--- src/rtl/pwm_pkg.sv ---
// Shared constants and helpers for the multi-channel PWM block.
package pwm_pkg;

  localparam logic MODE_EDGE   = 1'b0;
  localparam logic MODE_CENTER = 1'b1;

  // Terminal value of the prescaler divider: 2^pre clocks per tick.
  function automatic logic [2:0] pre_limit(input logic [1:0] pre);
    case (pre)
      2'd0:    return 3'd0;
      2'd1:    return 3'd1;
      2'd2:    return 3'd3;
      default: return 3'd7;
    endcase
  endfunction

endpackage

--- src/rtl/pwm_prescaler.sv ---
// Clock divider producing one tick every 2^pre clocks; clr holds it at phase 0.
module pwm_prescaler
  import pwm_pkg::*;
(
  input  logic       clk,
  input  logic       rst,
  input  logic       clr,
  input  logic [1:0] pre,
  output logic       tick
);

  logic [2:0] div;

  // Tick on the last clock of each prescaler window.
  always_comb begin
    tick = 1'b0;
    if (!clr && (div == pre_limit(pre))) begin
      tick = 1'b1;
    end else begin
      tick = 1'b0;
    end
  end

  // Divider restarts after every tick so each window begins at phase 0.
  always_ff @(posedge clk or posedge rst) begin
    if (rst) begin
      div <= 3'd0;
    end else if (clr || tick) begin
      div <= 3'd0;
    end else begin
      div <= div + 3'd1;
    end
  end

endmodule

--- src/rtl/pwm_multi.sv ---
// Multi-channel PWM with shadowed period/duty/prescale/mode and edge or center alignment.
module pwm_multi
  import pwm_pkg::*;
#(
  parameter int CH = 4,
  parameter int W  = 8
) (
  input  logic          clk,
  input  logic          rst,
  input  logic          enable,
  input  logic [W-1:0]  period,
  input  logic [CH*W-1:0] duty,
  input  logic [1:0]    pre,
  input  logic          mode,
  input  logic [CH-1:0] pol,
  input  logic          upd,
  output logic          upd_done,
  output logic          period_end,
  output logic [CH-1:0] pwmout
);

  localparam logic [W-1:0] ONE = W'(1);

  logic [W-1:0]    cnt;
  logic            down;
  logic            pending;
  logic [W-1:0]    period_s;
  logic [CH*W-1:0] duty_s;
  logic [1:0]      pre_s;
  logic            mode_s;
  logic [CH-1:0]   raw;
  logic [CH-1:0]   raw_next;
  logic [W-1:0]    cnt_next;
  logic            down_next;
  logic            wrap;
  logic            tick;
  logic            boundary;
  logic            load;

  pwm_prescaler u_prescaler (
    .clk  (clk),
    .rst  (rst),
    .clr  (~enable),
    .pre  (pre_s),
    .tick (tick)
  );

  // Next counter value and whether this tick closes the period.
  always_comb begin
    cnt_next  = cnt;
    down_next = down;
    wrap      = 1'b0;
    if (mode_s == MODE_EDGE) begin
      if (cnt == period_s) begin
        wrap     = 1'b1;
        cnt_next = '0;
      end else begin
        cnt_next = cnt + ONE;
      end
    end else if (!down) begin
      // A peak of 0 or 1 has no descending leg, so the peak itself closes the period.
      if ((cnt == period_s) && (period_s <= ONE)) begin
        wrap     = 1'b1;
        cnt_next = '0;
      end else if (cnt == period_s) begin
        down_next = 1'b1;
        cnt_next  = cnt - ONE;
      end else begin
        cnt_next = cnt + ONE;
      end
    end else begin
      if (cnt <= ONE) begin
        wrap      = 1'b1;
        cnt_next  = '0;
        down_next = 1'b0;
      end else begin
        cnt_next = cnt - ONE;
      end
    end
  end

  assign boundary = tick & wrap;
  assign load     = boundary & (pending | upd);

  // Unsigned per-channel compare against the current count.
  always_comb begin
    raw_next = '0;
    for (int i = 0; i < CH; i++) begin
      raw_next[i] = (cnt < duty_s[i*W +: W]);
    end
  end

  // Counter, direction, shadows, pending flag and registered pulses.
  always_ff @(posedge clk or posedge rst) begin
    if (rst) begin
      cnt        <= '0;
      down       <= 1'b0;
      pending    <= 1'b0;
      period_s   <= '0;
      duty_s     <= '0;
      pre_s      <= 2'd0;
      mode_s     <= MODE_EDGE;
      raw        <= '0;
      period_end <= 1'b0;
      upd_done   <= 1'b0;
    end else if (!enable) begin
      cnt        <= '0;
      down       <= 1'b0;
      pending    <= 1'b0;
      period_s   <= period;
      duty_s     <= duty;
      pre_s      <= pre;
      mode_s     <= mode;
      raw        <= '0;
      period_end <= 1'b0;
      upd_done   <= 1'b0;
    end else begin
      raw        <= raw_next;
      period_end <= boundary;
      upd_done   <= load;
      if (tick) begin
        cnt  <= cnt_next;
        down <= down_next;
      end else begin
        cnt  <= cnt;
        down <= down;
      end
      if (boundary) begin
        pending <= 1'b0;
      end else if (upd) begin
        pending <= 1'b1;
      end else begin
        pending <= pending;
      end
      if (load) begin
        period_s <= period;
        duty_s   <= duty;
        pre_s    <= pre;
        mode_s   <= mode;
      end else begin
        period_s <= period_s;
        duty_s   <= duty_s;
        pre_s    <= pre_s;
        mode_s   <= mode_s;
      end
    end
  end

  // Polarity is applied live so reset and idle show pol immediately.
  assign pwmout = raw ^ pol;

endmodule

--- config.mk ---
export PLATFORM = sky130hd
export DESIGN_NAME = pwm_multi
export DESIGN_NICKNAME = d
export VERILOG_FILES = /design/src/rtl/pwm_pkg.sv /design/src/rtl/pwm_prescaler.sv /design/src/rtl/pwm_multi.sv
export SDC_FILE = /design/constraint.sdc
export NUM_CORES = 1
export LEC_CHECK = 0
export CAP_MARGIN = 20
export CELL_PAD_IN_SITES_DETAIL_PLACEMENT = 0
export CELL_PAD_IN_SITES_GLOBAL_PLACEMENT = 2
export CORE_MARGIN = 2
export CORE_UTILIZATION = 30
export DETAILED_ROUTE_END_ITERATION = 8
export MAX_ROUTING_LAYER = met4
export PLACE_DENSITY_LB_ADDON = 0.15
export SYNTH_ARGS = -nofsm -noshare
export SYNTH_HDL_FRONTEND = slang
export SYNTH_SLANG_ARGS = --single-unit
--- constraint.sdc ---
create_clock -name clk -period 2.31 [get_ports clk]
set_input_delay 0.3465 -clock clk [delete_from_list [all_inputs] [get_ports clk]]
set_output_delay 0.3465 -clock clk [all_outputs]
set_load 0.05 [all_outputs]
After elaboration in Yosys (flattened, before gate mapping)
Cells that the tools add are included.
Operators by class
  equality and inequality tests: 8
  add/subtract/negate cells: 3
  bitwise logic cells: 5
  order comparisons: 6
  reductions and logical operators: 5
  muxes and demuxes: 36
Operator list (count)
  8-bit two-way mux: 10
  32-bit two-way mux: 2
  8-bit less-than comparator: 4
  1-bit two-way mux: 19
  8-bit by 1-bit less-or-equal comparator with 1-bit output, second input constant: 2
  3-bit one-hot mux with 3 select lines: 1
  8-bit by 1-bit adder with 8-bit output, second input constant: 1
  8-bit equality test: 1
  8-bit by 1-bit subtractor with 8-bit output, second input constant: 1
  2-bit by 1-bit inequality test with 1-bit output, second input constant: 3
  2-bit two-way mux: 2
  4-bit two-way mux: 1
  4-bit bitwise XOR: 1
  3-bit by 1-bit adder with 3-bit output, second input constant: 1
  3-bit equality test: 1
  3-bit two-way mux: 1
  3-bit by 1-bit inequality test with 1-bit output, second input constant: 1
  1-bit bitwise AND: 2
  2-bit by 1-bit equality test with 1-bit output, second input constant: 1
  2-bit equality test, second input constant: 1
  1-bit logical AND: 2
  2-bit logical NOT: 1
  2-bit AND reduction: 1
  1-bit logical OR: 1
  other kinds (2): 2
Storage, ports and cells
  output and inout port bits: 6
  flip-flop bits (word level): 62
  input port bits: 51
  word-level logic and storage cells: 74

Logic depth before layout (Yosys ltp)
Gate-level depths: netlist of the first run.
  depth in word-level cells: 9
  depth in mapped cells: 10
  mapped depth without buffers: 8

Hierarchy
Synthesis of the first run repeated with hierarchy kept, for this count alone.
Second synthesis, totals
  cells, all modules: 343
  area, all modules: 3927.5 µm²
Modules (own cells, without submodules)
  pwm_multi: instances 1, area each 3731.1 µm², cells each 326, sequential area each 1476.4 µm²
  pwm_prescaler: instances 1, area each 196.4 µm², cells each 17, sequential area each 75.1 µm²

Worst setup path after synthesis of the first run
No wires, ideal clock.
  kind: reg-to-reg
  start point: register cnt[0]
  end point: register duty_s[16]
  library setup time: 125 ps
  clock period less this slack: 2311 ps
  stages on the path, launching flop included: 11
  required time: 2185 ps
  buffers on the path: 2
  arrival: 2187 ps
  setup slack: -1 ps
  cell sequence: dfrtp_1 buf_2 inv_1 ha_1 or2_2 nand4_1 nand3_1 nand2_2 o31ai_4 buf_6 mux2_2
On the way
  word-level cells in the longest chain between the ends: 8
  elaborated cells on any way between the ends: 11
  classes of those cells: 1 x order compare; 2 x eq/ne; 5 x mux; 2 x bitwise; 1 x reduce/logical
Ends and longest elaborated chain
  start: declaration: line pwm_multi.sv:24  | logic [W-1:0] cnt;
  start signal: assignment: line pwm_multi.sv:122  | cnt <= cnt_next;
  start signal: assignment: line pwm_multi.sv:125  | cnt <= cnt;
  parallel branches: the longest is 4 deep, another holds 8-bit by 1-bit less-or-equal comparator with 1-bit output
  1-bit two-way mux *: line pwm_multi.sv:53  | if (mode_s == MODE_EDGE) begin
  1-bit bitwise AND *: line pwm_multi.sv:82  | assign boundary = tick & wrap;
  1-bit bitwise AND *: line pwm_multi.sv:83  | assign load = boundary & (pending | upd);
  2-bit by 1-bit inequality test with 1-bit output (no source line) *
  end signal: assignment: line pwm_multi.sv:111  | duty_s <= duty;
  end signal: assignment: line pwm_multi.sv:137  | duty_s <= duty;
  end signal: assignment: line pwm_multi.sv:142  | duty_s <= duty_s;
  end: declaration: line pwm_multi.sv:28  | logic [CH*W-1:0] duty_s;
Mark *: on every way between the ends.
A chain may end at the register's enable or synchronous reset.

Worst setup path in the final report of the first run
  start point: register cnt[2]
  end point: register period_s[1]
On the way
  word-level cells in the longest chain between the ends: 8
  elaborated cells on any way between the ends: 11
  classes of those cells: 1 x order compare; 2 x eq/ne; 5 x mux; 2 x bitwise; 1 x reduce/logical
Ends and longest elaborated chain
  parallel branches: the longest is 4 deep, another holds 8-bit by 1-bit less-or-equal comparator with 1-bit output
  1-bit two-way mux *: line pwm_multi.sv:53
  1-bit bitwise AND *: line pwm_multi.sv:82
  1-bit bitwise AND *: line pwm_multi.sv:83
  2-bit by 1-bit inequality test with 1-bit output (no source line) *
  end signal: assignment: line pwm_multi.sv:110  | period_s <= period;
  end signal: assignment: line pwm_multi.sv:136  | period_s <= period;
  end signal: assignment: line pwm_multi.sv:141  | period_s <= period_s;
  end: declaration: line pwm_multi.sv:27  | logic [W-1:0] period_s;
Marks and branches as above.

==> flow_metrics.tcl, run 1 <==
set metrics [dict create \
    outcome "finished, final reports clean" \
    cts_tree "done" \
    fmax_mhz 454 \
    clockPowerShare 0.409 \
    layout.nets 511 \
    n_antenna_cell 0 \
    grt_max_degree 63 \
    yosysWarnings 0 \
    max-cap-violations 0 \
    cts_root_buf "clkbuf_16" \
    coreArea_mm2 0.0120 \
    async_flop_share 1.00 \
    synth.cell_area_mm2 0.00367 \
    required_ns 2.54 \
    routed_wl_mm 9.41 \
    switching_share 0.278 \
    min_period_over_period 0.954 \
    grt_remaining_overflow 0 \
    antenna_found_initial 0 \
    timing_hold_violations_final 0 \
    first_pass_iters 4 \
    syn_inst 335 \
    setup_ws_ns 0.107 \
    num_vias 2794 \
    layout_common_cells "60 x dfrtp_1, 52 x clkdlybuf4s50_1, 39 x buf_4" \
    p_sw_mw 0.940 \
    ir_worst_vdd_mv 0.451 \
    place.gp.congestion 0.835 \
    cellLeakagePower_nw 2.31 \
    met3_usage 0.0482 \
    grt.busiest_layer "met2" \
    start_util 0.307 \
    clock_latency_ns 0.35 \
    clk_path_buf_depth 2 \
    clkSinkCount 62 \
    seqPwrFrac 0.374 \
    synth-edff-count 0 \
    ys_seq_area_frac 0.422 \
    via_per_inst 4.82 \
    synth_cell_types 48 \
    die_area_mm2 0.0131 \
    layout-drive-gt1-share 0.261 \
    critPathSlowestCell "dfrtp_1" \
    dp_hpwl_mm 6.76 \
    globalRouteMet1Util 0.205 \
    final_common_cell "dfrtp_1" \
    crit_chain "nor4b_4 > nand4_1 > nand3_2 > nand2_2 > o31ai_4 > buf_4 > clkbuf_16 > mux2_2" \
    grt_util_met2 0.248 \
    power.internal_mw 2.44 \
    fin_crit_ns 2.20 \
    routedWlPerCell_um 16.2 \
    setup_viol 0 \
    drt_iter0_drc 80 \
    h-tree-depth 3 \
    fin_skew_ns 0.00751 \
    die_w_um 115 \
    ys.flop_type "dfrtp_1" \
    end_kind "flop" \
    slowest_delay_ns 0.49 \
    preCtsSetupSlack_ns 0.0579 \
    path_clk_slew_ns 0.06 \
    critPathKind "reg -> reg" \
    slew_viol_final 0 \
    hold_buffers 0 \
    combPwrFrac 0.218 \
    ant_nets 0 \
    dieHeight_um 115 \
    track_usage 0.161 \
    setup_tns_ns 0 \
    grt_pass1_vias 2897 \
    finalInstanceArea_mm2 0.00498 \
    placed_area_mm2 0.00462 \
    grt_pass1_wl_mm 15.3 \
    cp.arrival_ns 2.43 \
    rows 40 \
    port_buffers 56 \
    powerDensity_mw_per_mm2 680 \
    syn-num-nets 418 \
    ys_ff_latch 62 \
    cp_max_fo 19 \
    drc 0 \
    ios 57 \
    startpoint_type "flop" \
    syn_area_per_cell_um2 11.0 \
    slew_headroom 0.671 \
    cts_buffers 9 \
    area_delta_synth_final_pct 35.5 \
    worst_pin_slew_ns 0.492 \
    holdCritPathClass "in -> async" \
]
-- flip-flops by register name, indices dropped and copies added, names as in the netlist --
signal           flops
duty_s              32
down                 1
pre_s                2
cnt                  8
period_s             8
pending              1
mode_s               1
upd_done             1
u_prescaler.div      3
period_end           1
raw                  4
-- final timing paths --
check | startpoint | endpoint | slack (ns) | cells after the start
max in group asynchronous | rst | cnt[0]$_DFFE_PP0P_ | 1.61 | 3
worst min-delay path | rst | period_s[2]$_DFFE_PP0P_ | 0.37 | 3
worst min register to register | duty_s[26]$_DFFE_PP0P_ | duty_s[26]$_DFFE_PP0P_ | 0.49 | 1
min in group clk | duty_s[26]$_DFFE_PP0P_ | duty_s[26]$_DFFE_PP0P_ | 0.49 | 1
worst max-delay path | cnt[2]$_DFFE_PP0P_ | period_s[1]$_DFFE_PP0P_ | 0.11 | 8
worst max register to register | cnt[2]$_DFFE_PP0P_ | period_s[1]$_DFFE_PP0P_ | 0.11 | 8
-- layer usage --
| layer | vias up | part of all wire |
|---|---|---|
| li1 | 1381 | - |
| met1 | 1350 | 0.50 |
| met2 | 49 | 0.44 |
| met3 | 14 | 0.041 |
| met4 | 0 | 0.014 |
| met5 | - | 0 |
-- critical path, delay by kind of cell, from the launching register on --
kind | cells | cell delay (ns)
flops | 1 | 0.49
simple gates | 4 | 0.70
mux | 1 | 0.35
compound gates | 1 | 0.19
buf+inv | 2 | 0.36
-- Yosys cell counts (2+ instances only) --
library cell	count	area share
clkbuf_1	4	0.0041
o32ai_1	2	0.0048
nor3b_1	5	0.010
a211oi_1	4	0.0082
nor3_1	7	0.0095
buf_2	3	0.0041
a21oi_1	2	0.0027
inv_1	34	0.035
mux2_1	5	0.015
xor2_1	5	0.012
o21a_1	5	0.010
nand4_1	3	0.0051
dfrtp_1	62	0.42
a21boi_0	4	0.0082
ha_1	32	0.11
mux2_2	38	0.12
buf_6	5	0.015
and3_1	2	0.0034
nand2b_1	5	0.0085
xnor2_1	12	0.029
nand3b_1	6	0.012
nor4_1	3	0.0051
o21bai_1	5	0.010
o31ai_1	3	0.0061
nand3_1	6	0.0082
a21o_1	8	0.016
nand2_1	18	0.018
o31a_1	3	0.0072
o21ai_0	11	0.015
a31oi_1	5	0.0085
nor2_1	11	0.011
-- area by class of cell --
class                      instances  area [um^2]
clock buffer                      10          239
clock inverter                     6         61.3
fill                            1165         6980
inverter                          34          128
multi-input combinational        227         1930
sequential                        62         1550
tap                              147          184
timing repair buffer              94          878
-- per-stage QoR --
stage	utilization	std cells	power (mW)	hold WS, ns
6_report	0.416	580	3.38	0.373
3_3_place_gp	0.386	561	2.01	0.474
2_1_floorplan	-	335	1.71	0.458
5_1_grt	0.416	580	3.57	0.421
4_1_cts	0.411	577	3.43	0.406
3_5_place_dp	0.386	561	2.02	0.482
-- cell families after synthesis --
kind of cell | after synthesis | synth area share
compound gates | 62 | 0.127
xor+xnor | 17 | 0.0405
fa+ha+maj | 32 | 0.109
buf+inv | 46 | 0.0583
flops | 62 | 0.422
mux | 44 | 0.135
simple gates | 72 | 0.108
-- repair_timing --
item	CTS	global route
endpoints found under the setup margin	0	41
setup buffers	0	2
resized for setup	0	5
-- power groups by stage --
| stage | clock network, mW | registers, mW | logic (mW) |
|---|---|---|---|
| finish | 1.38 | 1.26 | 0.736 |
| global route | 1.47 | 1.28 | 0.820 |
| CTS | 1.43 | 1.26 | 0.738 |
| detailed placement | 0 | 1.28 | 0.734 |
| global placement | 0 | 1.28 | 0.728 |
| floorplan | 0 | 1.26 | 0.449 |
(Power assumes the default switching activity.)
==> run 2: changes to the inputs <==
- CAP_MARGIN: 20 -> 30
- GPL_ROUTABILITY_DRIVEN: not set -> 0
- SKIP_CTS_REPAIR_TIMING: not set -> 1
==> results of run 2 <==
Final layout, timing and power as in run 1 (identical DEF).
==> variant 1: new RTL, config.mk and constraints of run 2 <==
Reset style: synchronous (`rst`), changed in 2 clocked blocks.
--- a/src/rtl/pwm_prescaler.sv
+++ b/src/rtl/pwm_prescaler.sv
@@ -22,7 +22,7 @@
   end
 
   // Divider restarts after every tick so each window begins at phase 0.
-  always_ff @(posedge clk or posedge rst) begin
+  always_ff @(posedge clk) begin
     if (rst) begin
       div <= 3'd0;
     end else if (clr || tick) begin
--- a/src/rtl/pwm_multi.sv
+++ b/src/rtl/pwm_multi.sv
@@ -91,7 +91,7 @@
   end
 
   // Counter, direction, shadows, pending flag and registered pulses.
-  always_ff @(posedge clk or posedge rst) begin
+  always_ff @(posedge clk) begin
     if (rst) begin
       cnt        <= '0;
       down       <= 1'b0;
Function: differs if rst is asserted again (counterexample within 4 cycles, from zero or initial values and one cycle with rst high); with rst held inactive, the same outputs for 10 cycles.
==> variant 1 against run 2 <==
- synthesized area grew 2.8%
- total power decreased by 5.2%
- final area down 3.7%
- setup slack better by 0.042 ns
- count of clock-buffer cells in the layout is 4 higher
- sequential cell count unchanged
- critical path depth fell by 1
- routed wire length up 1.8%
- critical path type unchanged
- highest routed layer unchanged
==> variant 1: results (changes against run 2) <==
port bufs -> 56 (unchanged)
vias in the first global route -> 3113 (+7.5%)
biggest regs -> duty_s: 32 flops, cnt: 8 flops, period_s: 8 flops
HPWL after detailed placement -> 6830 um (+1.0%)
delay-heaviest family, CP -> simple AND/OR/NAND/NOR gates
Switching Share -> 29.2% (+1.5 points)
DR vias/cell -> 4.67 (-3.1%)
logic gate share of total power -> 23.9% (+2.1 points)
synthesized area per cell -> 8.76 um2 (-20%)
largest net degree at the start of global routing -> 42 (-33%)
M1 GR Usage -> 20.3% (-0.16 points)
router iterations before antenna repair -> 4 (unchanged)
nets -> 583 (+14%)
met2 WL post-DR -> 4390 um (+4.9%)
Inverters excl. clock -> 33 (-2.9%)
outcome -> completed
sequential fraction of the synthesis area -> 32.9% (-9.4 points)
Inst Count DP -> 657 (+17%)
Post-Route M1 WL -> 4620 um (-1.9%)
Clock Sink Count -> 62 (unchanged)
asr flop ratio synth -> 0% (-100 points)
leakage power -> 0.00184 uW (-20%)
starting DRC count in detailed routing -> 182 (+130%)
initial antenna violation count -> 0 (unchanged)
DR WL/cell -> 14.3 um (-12%)
Multi-input gate area -> 2180 um2 (+13%)
Slowest-stage cell, CP -> nor4_2
Crit path largest cell delay -> 0.38 ns (-0.11 ns)
seq pwr -> 1200 uW (-5%)
hold crit path type -> in -> reg
critical path peak fanout -> 39 (+20)
Synthesized Nets -> 514 (+23%)
Global Route Usage Sum -> 16.1% (-0.080 points)
DR WL met3 -> 506 um (+30%)
grt met3 use -> 5.24% (+0.42 points)
area taken by flip-flops and latches -> 1240 um2 (-20%)
layout cells sized above 1 -> 26.0% (-0.10 points)
clkbuf count -> 14 (+4)
Area contributors post-synth -> dfxtp_1, ha_1, a21oi_2
GR Layer Usage met2 -> 24.8% (about the same)
detailed-route wire length -> 9580 um (+1.8%)
commonest cells in the netlist -> dfxtp_1, nand2_1, a21oi_2, nand2_2, inv_1
peak supply drop -> 343 uV (-24%)
Reg clk slew, reported paths -> 0.05 ns
Non-CTS buffers -> 82 (-13%)
ys flop type -> dfxtp_1
Synth cell types -> 47 (-2.1%)
Yosys Warn Count -> 0 (unchanged)
NonClk Buf Share -> 16.0% (-1.7 points)
Num CTS Buffers -> 9 (unchanged)
Ant. Diodes -> 0 (unchanged)
Flop pwr share -> 37.3% (about the same)
Rel. slew slack -> 65.6% (-1.5 points)
H-tree lvl count -> 3 (unchanged)
first-pass GRT wire length -> 15800 um (+3.2%)
ClkCell Share -> 5.61% (-0.42 points)
multi-input logic cell count -> 312 (+37%)
Fillers -> 1281 (+10%)
clock latency on the worst-skew pair -> 0.33 ns (-0.02 ns)
Layout Skew -> 0.00402 ns (-0.00348 ns)
variant 1: path summary, 6_finish.rpt:
path              start         end  slack [ns]  cells after the start
max reg2reg      cnt[6]  duty_s[28]        0.15                      7
max              cnt[6]  duty_s[28]        0.15                      7
min                 rst      cnt[7]        0.43                      4
min reg2reg  duty_s[20]  duty_s[20]        0.46                      2
variant 1: cell families (layout without fill, tap and decap cells):
group,Yosys count,count (layout),share of synthesized area (%)
simple gates,156,156,21.1
compound gates,104,104,21.5
fa+ha+maj,32,32,10.6
flops,62,62,32.9
buf+inv,57,130,9.28
xor+xnor,20,20,4.64
variant 1: metrics by stage:
step	hold WS, ns	setup slack (ns)	cell area (um2)	util, %
after floorplan	0.429	0.251	3770	-
after CTS	0.419	0.116	4790	39.4
after global routing	0.457	0.00883	4790	39.4
after detailed placement	0.451	0.0664	4520	37.2
after global placement	0.449	0.119	4520	37.2
final	0.432	0.149	4790	39.4
==> variant 2: new RTL, flow settings as in run 2 <==
Without the edit above. The parameter `CH` goes from 4 to 8.
--- a/src/rtl/pwm_multi.sv
+++ b/src/rtl/pwm_multi.sv
@@ -2,7 +2,7 @@
 module pwm_multi
   import pwm_pkg::*;
 #(
-  parameter int CH = 4,
+  parameter int CH = 8,
   parameter int W  = 8
 ) (
   input  logic          clk,
Interface: changed (resized duty, pol and pwmout); port bits go from 57 to 97. The function was not compared with the original's and may differ.
==> variant 2 against run 2 <==
- the run now ends with negative setup slack left
- first-iteration DRC count increased by 85%
- global-route usage decreased by 1.0 points
- total power increased by 43%
- clock skew increased by 0.0056 ns
- die area increased by 60%
- routed wire length increased by 70%
- final area increased by 63%
- clock power increased by 15%
- synthesized area increased by 62%
- setup slack got worse by 0.20 ns
- sequential cell count increased by 36
- maximum frequency decreased by 8.2%
- combinational power increased by 67%
- critical path type unchanged
==> variant 2: results (changes against run 2) <==
hold crit path type -> in -> async
asr flop ratio synth -> 100% (unchanged)
failing checks -> negative setup slack
worst setup path endpoint -> duty_s[22]
final worst slack -> -0.0887 ns (-0.196 ns)
Reg clk slew, reported paths -> 0.07 ns
Setup Viol. Count Final -> 74 (+74)
first-pass GRT wire length -> 24100 um (+58%)
number of flip-flops in the largest register -> 64 (+100%)
CP Launch Point -> cnt[5]
clock root buffer -> clkbuf_16
worst slack at placement -> -0.0276 ns (-0.0855 ns)
max-cap violations -> 0 (unchanged)
port bufs -> 96 (+71%)
r2r worst-path depth -> 10 (+2)
Synth cell types -> 52 (+8.3%)
nets -> 798 (+56%)
Num CTS Buffers -> 9 (unchanged)
Yosys Warn Count -> 0 (unchanged)
outcome -> finished, violations left
Area contributors post-synth -> dfrtp_1, ha_1, mux2_4
peak supply drop -> 317 uV (-30%)
Syn Inst Count -> 509 (+52%)
Rel. slew slack -> 57.6% (-9.5 points)
Layout Skew -> 0.0131 ns (+0.00559 ns)
leakage power -> 0.00405 uW (+76%)
detailed-route wire length -> 16000 um (+70%)
Biggest register -> duty_s
initial antenna violation count -> 0 (unchanged)
sequential fraction of the synthesis area -> 41.1% (-1.1 points)
router iterations before antenna repair -> 4 (unchanged)
layout cells sized above 1 -> 26.3% (+0.24 points)
crit path DAT -> 2.63 ns (+0.20 ns)
Global Route Usage Sum -> 15.1% (-1.0 points)
GR Layer Usage met2 -> 23.7% (-1.1 points)
starting DRC count in detailed routing -> 148 (+85%)
final non-filler cell total -> 918 (+58%)
HPWL after detailed placement -> 11200 um (+66%)
vias in the first global route -> 4364 (+51%)
M1 GR Usage -> 19.8% (-0.70 points)
H-tree lvl count -> 3 (unchanged)
ys flop type -> dfrtp_1
grt met3 use -> 3.77% (-1.0 points)
Synthesized Nets -> 656 (+57%)
largest net degree at the start of global routing -> 33 (-48%)
maximum clock path buffer count -> 2 (unchanged)
CP Class -> reg -> reg
Fillers -> 1852 (+59%)
commonest cells in the netlist -> dfrtp_1, inv_1, ha_1, mux2_4, mux2_2
critical path peak fanout -> 5 (-14)
Ant. Diodes -> 0 (unchanged)
clock latency on the worst-skew pair -> 0.35 ns (about the same)
vias -> 4246 (+52%)
Inst Count DP -> 884 (+58%)
-- variant 2: cell count changes after synthesis, moves of 7 or more --
cell,run 2,this run
o21ai_0,11,18
dfrtp_1,62,98
a21o_1,8,17
mux2_2,38,25
inv_1,34,66
ha_1,32,60
mux2_4,0,50
-- variant 2: final cells by class --
class,instances,share of cell area [%]
inverter,66,3.09
multi-input combinational,325,39.1
clock buffer,9,2.77
clock inverter,4,0.861
timing repair buffer,151,19.9
tap,265,4.08
sequential,98,30.3
-- variant 2: kinds of logic after synthesis --
logic type	after synthesis	share of synthesized area, %
mux	76	17.5
flops	98	41.1
xor+xnor	21	3.21
compound gates	89	10.8
buf+inv	86	7.34
fa+ha+maj	60	12.6
simple gates	79	7.45
-- variant 2: per-stage QoR --
stage,area (um2),TNS (ns)
after global routing,8130,-10.55
after detailed placement,7430,-0.410
final,8130,-4.60
after global placement,7430,0
after CTS,7730,-0.860
after floorplan,6010,0
-- variant 2: where the power goes --
group	leakage, uW	switching (uW)	internal (uW)
combinational	0.00274	533	699
sequential	0.00116	122	1880
clock	0.000147	666	929
-- variant 2: worst max-delay path: stages, from the launching register on --
cell,delay (ns)
dfrtp_2,0.44
buf_4,0.15
xnor2_1,0.18
nand4_2,0.15
o21ai_4,0.18
nand2_2,0.09
o31ai_4,0.34
buf_12,0.17
buf_12,0.13
clkbuf_16,0.15
mux2_4,0.29
-- variant 2: worst min path at each step --
stage / startpoint / end / slack, ns / depth (start not counted)
final: rst / cnt[1] / 0.38 / 2
after global routing: rst / cnt[1] / 0.42 / 2
after CTS: rst / cnt[1] / 0.39 / 2
after detailed placement: u_prescaler.div[0] / u_prescaler.div[0] / 0.49 / 1
after global placement: u_prescaler.div[0] / u_prescaler.div[0] / 0.48 / 1
after floorplan: u_prescaler.div[0] / u_prescaler.div[0] / 0.46 / 1
-- variant 2: per-layer routing --
layer / vias up / part of all wire [%]
li1: 2059 / -
met1: 2053 / 47
met2: 112 / 47
met3: 22 / 4.7
met4: 0 / 1.4
met5: - / 0
